==> src/rtl/serial_adder_pkg.sv <==
// Shared types and constants for the bit-serial adder.
package serial_adder_pkg;

  typedef enum logic [1:0] {
    ST_IDLE  = 2'd0,
    ST_SHIFT = 2'd1,
    ST_DONE  = 2'd2
  } sa_state_e;

  localparam int SA_WIDTH_DEF = 8;

  // Bit counter must reach WIDTH-1; keep at least one bit.
  function automatic int sa_cnt_w(input int width);
    return (width > 2) ? $clog2(width) : 1;
  endfunction

endpackage

==> src/rtl/halfadder.sv <==
// One-bit half adder: sum and carry of two inputs.
module halfadder (
  input  logic a,
  input  logic b,
  output logic s,
  output logic c
);

  assign s = a ^ b;
  assign c = a & b;

endmodule

==> src/rtl/serial_adder_full_adder_cell.sv <==
// Full-adder cell built from two half adders and an OR of their carries.
module full_adder_cell (
  input  logic a,
  input  logic b,
  input  logic cin,
  output logic s,
  output logic co
);

  logic s0, c0, c1;

  halfadder u_ha0 (.a(a),  .b(b),   .s(s0), .c(c0));
  halfadder u_ha1 (.a(s0), .b(cin), .s(s),  .c(c1));

  assign co = c0 | c1;

endmodule

==> src/rtl/serial_adder.sv <==
// Bit-serial WIDTH-bit adder, LSB first, valid/ready on both sides.
// Optional SERIAL_ADDER_SUB_EN adds a 'sub' input for a-b via ~b and carry-in 1.
module serial_adder
  import serial_adder_pkg::*;
#(
  parameter int WIDTH = SA_WIDTH_DEF
) (
  input  logic             clk,
  input  logic             rst_n,
  input  logic             in_valid,
  output logic             in_ready,
  input  logic [WIDTH-1:0] a,
  input  logic [WIDTH-1:0] b,
`ifdef SERIAL_ADDER_SUB_EN
  input  logic             sub,
`endif
  output logic             out_valid,
  input  logic             out_ready,
  output logic [WIDTH-1:0] sum,
  output logic             cout
);

  localparam int CNT_W = sa_cnt_w(WIDTH);
  localparam logic [CNT_W-1:0] CNT_LAST = CNT_W'(WIDTH - 1);

  sa_state_e        state_q, state_d;
  logic [WIDTH-1:0] reg_a_q, reg_a_d;
  logic [WIDTH-1:0] reg_b_q, reg_b_d;
  logic [WIDTH-1:0] sum_sh_q, sum_sh_d;
  logic [WIDTH-1:0] sum_q, sum_d;
  logic             carry_q, carry_d;
  logic             cout_q, cout_d;
  logic [CNT_W-1:0] cnt_q, cnt_d;

  logic sub_i;
  logic fa_s, fa_co;

`ifdef SERIAL_ADDER_SUB_EN
  assign sub_i = sub;
`else
  assign sub_i = 1'b0;
`endif

  full_adder_cell u_fa (
    .a   (reg_a_q[0]),
    .b   (reg_b_q[0]),
    .cin (carry_q),
    .s   (fa_s),
    .co  (fa_co)
  );

  always_ff @(posedge clk or negedge rst_n) begin
    if (!rst_n) begin
      state_q  <= ST_IDLE;
      reg_a_q  <= '0;
      reg_b_q  <= '0;
      sum_sh_q <= '0;
      sum_q    <= '0;
      carry_q  <= 1'b0;
      cout_q   <= 1'b0;
      cnt_q    <= '0;
    end else begin
      state_q  <= state_d;
      reg_a_q  <= reg_a_d;
      reg_b_q  <= reg_b_d;
      sum_sh_q <= sum_sh_d;
      sum_q    <= sum_d;
      carry_q  <= carry_d;
      cout_q   <= cout_d;
      cnt_q    <= cnt_d;
    end
  end

  always_comb begin
    state_d  = state_q;
    reg_a_d  = reg_a_q;
    reg_b_d  = reg_b_q;
    sum_sh_d = sum_sh_q;
    sum_d    = sum_q;
    carry_d  = carry_q;
    cout_d   = cout_q;
    cnt_d    = cnt_q;
    unique case (state_q)
      ST_IDLE: begin
        if (in_valid) begin
          reg_a_d  = a;
          reg_b_d  = sub_i ? ~b : b;
          carry_d  = sub_i;
          cnt_d    = '0;
          sum_sh_d = '0;
          state_d  = ST_SHIFT;
        end
      end
      ST_SHIFT: begin
        reg_a_d  = {1'b0, reg_a_q[WIDTH-1:1]};
        reg_b_d  = {1'b0, reg_b_q[WIDTH-1:1]};
        sum_sh_d = {fa_s, sum_sh_q[WIDTH-1:1]};
        carry_d  = fa_co;
        cnt_d    = cnt_q + 1'b1;
        // Visible sum/cout only update here, so they hold between operations.
        if (cnt_q == CNT_LAST) begin
          sum_d   = {fa_s, sum_sh_q[WIDTH-1:1]};
          cout_d  = fa_co;
          cnt_d   = '0;
          state_d = ST_DONE;
        end
      end
      ST_DONE: begin
        if (out_ready) state_d = ST_IDLE;
      end
      default: state_d = ST_IDLE;
    endcase
  end

  assign in_ready  = (state_q == ST_IDLE);
  assign out_valid = (state_q == ST_DONE);
  assign sum       = sum_q;
  assign cout      = cout_q;

endmodule

==> config.mk <==
export PLATFORM = sky130hd
export DESIGN_NAME = serial_adder
export DESIGN_NICKNAME = d
export VERILOG_FILES = /design/src/rtl/serial_adder_pkg.sv /design/src/rtl/halfadder.sv /design/src/rtl/serial_adder_full_adder_cell.sv /design/src/rtl/serial_adder.sv
export SDC_FILE = /design/constraint.sdc
export NUM_CORES = 1
export LEC_CHECK = 0
export ABC_AREA = 1
export CAP_MARGIN = 20
export CELL_PAD_IN_SITES_DETAIL_PLACEMENT = 2
export CELL_PAD_IN_SITES_GLOBAL_PLACEMENT = 2
export CORE_ASPECT_RATIO = 1.2
export CORE_MARGIN = 4
export CORE_UTILIZATION = 30
export CTS_CLUSTER_SIZE = 20
export DETAILED_ROUTE_END_ITERATION = 7
export GPL_ROUTABILITY_DRIVEN = 0
export GPL_TIMING_DRIVEN = 0
export PLACE_DENSITY = 0.85
export SLEW_MARGIN = 30
export SYNTH_ARGS = -nofsm -noshare
export SYNTH_HDL_FRONTEND = slang
export SYNTH_SLANG_ARGS = --single-unit
==> constraint.sdc <==
create_clock -name clk -period 1.89 [get_ports clk]
set_input_delay 0.4725 -clock clk [delete_from_list [all_inputs] [get_ports clk]]
set_output_delay 0.4725 -clock clk [all_outputs]
set_load 0.005 [all_outputs]
==> results_dict.tcl <==
set metrics [dict create \
    dr.pass1.iters 4 \
    insertion_delay_ns 0.29 \
    cellPowerDensity_nw_per_um2 1500 \
    drive_gt1_frac 0.106 \
    num_antenna_cells 0 \
    syn2layout_area_growth_pct 30.7 \
    crit_chain "buf_6, nor2_4, dlygate4sd2_1" \
    drv_slew 0 \
    drt_wl_total_um 4720 \
    slowest_stage "dfrtp_1" \
    cts.htree.levels 2 \
    hold_class "input pin to async pin" \
    grt_pass1_wl_um 8250 \
    cp_num_cells 3 \
    wl_met1_um 1900 \
    synth-xor-area-share 0 \
    drc 0 \
    required_ns 1.42 \
    synth_area_sq_um 1770 \
    drtIter0Drc 30 \
    worstSetupPathType "register to primary output" \
    cap_violations 0 \
    synth_top_family_by_area "simple AND/OR/NAND/NOR gates" \
    slew_headroom 0.582 \
    cp_num_buf_inv 2 \
    setup_viol 0 \
    clock-root-buffer "clkbuf_8" \
    clk_path_buf_depth 2 \
    synth_warnings 0 \
    synth_top_area_cell "dfrtp_1" \
    portBuffers 30 \
    synth-seq-cells 38 \
    synth-edff-count 0 \
    coreArea_sq_um 5710 \
    whs_ns 0.197 \
    hpwlAfterDp_um 3570 \
    synth_nets 240 \
    finalWorstSetupSlack_ns 0.192 \
    synthArstFlopShare 1.00 \
    rsz0062_at_grt "false" \
    grt_max_degree 25 \
    critPathTopFamily "buffers and inverters" \
    worstPathMaxFanout 19 \
    met3_length_um 147 \
    finalClockSkew_ns 0.00619 \
    die_width_um 78.2 \
    synth_compound_area_frac 0.0544 \
    synth_fa_ha_area_frac 0.0254 \
    top_layer "met4" \
    die_area_sq_um 7200 \
    end_kind "primary output" \
    peakVddDrop_uv 381 \
    yosys.area_share.simple 0.266 \
    cts_sinks 38 \
    post-cts-setup-buffer-count 0 \
    final_nets 277 \
    vias 1509 \
    dp_slack_ns -0.0468 \
    max_freq_ghz 0.589 \
    grt-ovfl-total 0 \
    worst-r2r-cell-count 5 \
    cts_buffers 5 \
    die_height_um 92.2 \
    ant_nets 0 \
    period_share 0.898 \
    p_leak_uw 0.00122 \
    status "finished, final reports clean" \
    synthCells 217 \
    synth_flop_cell "dfrtp_1" \
    clk_transition_reported_paths_ns 0.08 \
    synth_most_common_cell "nand2_1" \
    cp.arrival_ns 1.23 \
    tritoncts "yes" \
    synth_top_area_frac 0.537 \
    cp-start-kind "register" \
    ios 31 \
    row_count 30 \
    viasPerCell 4.50 \
    initial_utilization 0.311 \
    synthTopCellsByCount "86 x nand2_1, 38 x dfrtp_1, 36 x inv_1" \
    muxShareOfSynthArea 0 \
    grt_usage 0.148 \
    grt_pass1_vias 1684 \
    final_hold_viol_count 0 \
    yosysSeqAreaShare 0.537 \
    synth_area_per_cell_sq_um 8.16 \
    antenna_found_initial 0 \
    critPathMaxStageDelay_ns 0.39 \
    yosysUniqueCellTypes 20 \
    dr_wl_met2_um 2620 \
    worstMarginPinSlew_ns 0.626 \
    wl_per_cell_um 14.1 \
    synthTopCellsByArea "dfrtp_1 54%, nand2_1 18%, inv_1 7.6%" \
    finalCriticalPeriod_ns 1.70 \
]
metrics by stage:
step	util	instance area, sq um	std cells	setup TNS (ns)	total power [uW]
after floorplan	-	1770	217	0	2240
final	0.406	2320	335	0	3470
after global placement	0.381	2170	327	-24.68	2700
after detailed placement	0.385	2190	328	-0.0468	2830
after global routing	0.406	2320	335	0	3820
after CTS	0.407	2320	336	0	3550
routing by layer:
layer	track usage	vias up
met2	0.284	28
met1	0.161	751
met4	0.0394	0
li1	-	724
met5	0	-
met3	0.0334	6
logic make-up (layout without fill, tap and decap cells):
family                     count (synthesis)  count (layout)
AOI/OAI and AO/OA                         18              18
DFF                                       38              38
adders and majority gates                  3               3
buffers and inverters                     46              84
and+or+nand+nor                          112             112
placed cells by master (no fill, tap or decap), types with 2 or more instances in the layout:
cell              n
buf_2             4
buf_6             2
clkbuf_8          5
clkdlybuf4s50_1  27
clkinv_2          2
dfrtp_1          38
ha_1              2
inv_1            36
nand2_1          86
nand2_2           2
nand2_4           2
nand3_1          18
nor2_4            3
o21ai_0          10
o21ai_1           6
flip-flops by register name, summed over array words and instances, names as in the netlist:
name and cells:
cnt_q 3, sum 8, reg_a_q 8, state_q 2, sum_sh_q 7, reg_b_q 8, carry_q 1, cout 1
area by class of cell:
cell class | count | area (sq um)
fillers | 686 | 3390
flip-flops and latches | 38 | 951
multi-input cells | 133 | 627
repair buffers | 31 | 322
inverters | 38 | 148
well taps | 80 | 100
clock buffers | 5 | 68.8
plain buffers | 7 | 60.1
clock inverters | 3 | 40.0
final timing paths:
path                                         from                       to  slack (ns)
setup / recovery           state_q[0]$_DFFE_PN0P_                 in_ready        0.19
hold / removal                              rst_n  sum_sh_q[4]$_DFFE_PN0P_        0.20
setup reg to reg             cnt_q[0]$_DFFE_PN0P_       sum[1]$_DFFE_PN0P_        0.34
hold reg to reg                sum[7]$_DFFE_PN0P_       sum[7]$_DFFE_PN0P_        0.48
max in group asynchronous                   rst_n   reg_a_q[2]$_DFFE_PN0P_        1.19
min in group clk               sum[7]$_DFFE_PN0P_       sum[7]$_DFFE_PN0P_        0.48
power breakdown:
group	internal, uW	leakage, uW	switching [uW]
sequential	1160	0.000480	208
combinational	610	0.000681	810
clock	388	0.0000579	287
what timing repair did:
action	4_1_cts	5_1_grt
setup endpoints to repair	2	1
hold buffers	0	0
gates resized for setup	9	0
Note: power is estimated with default switching activity, not from simulation.
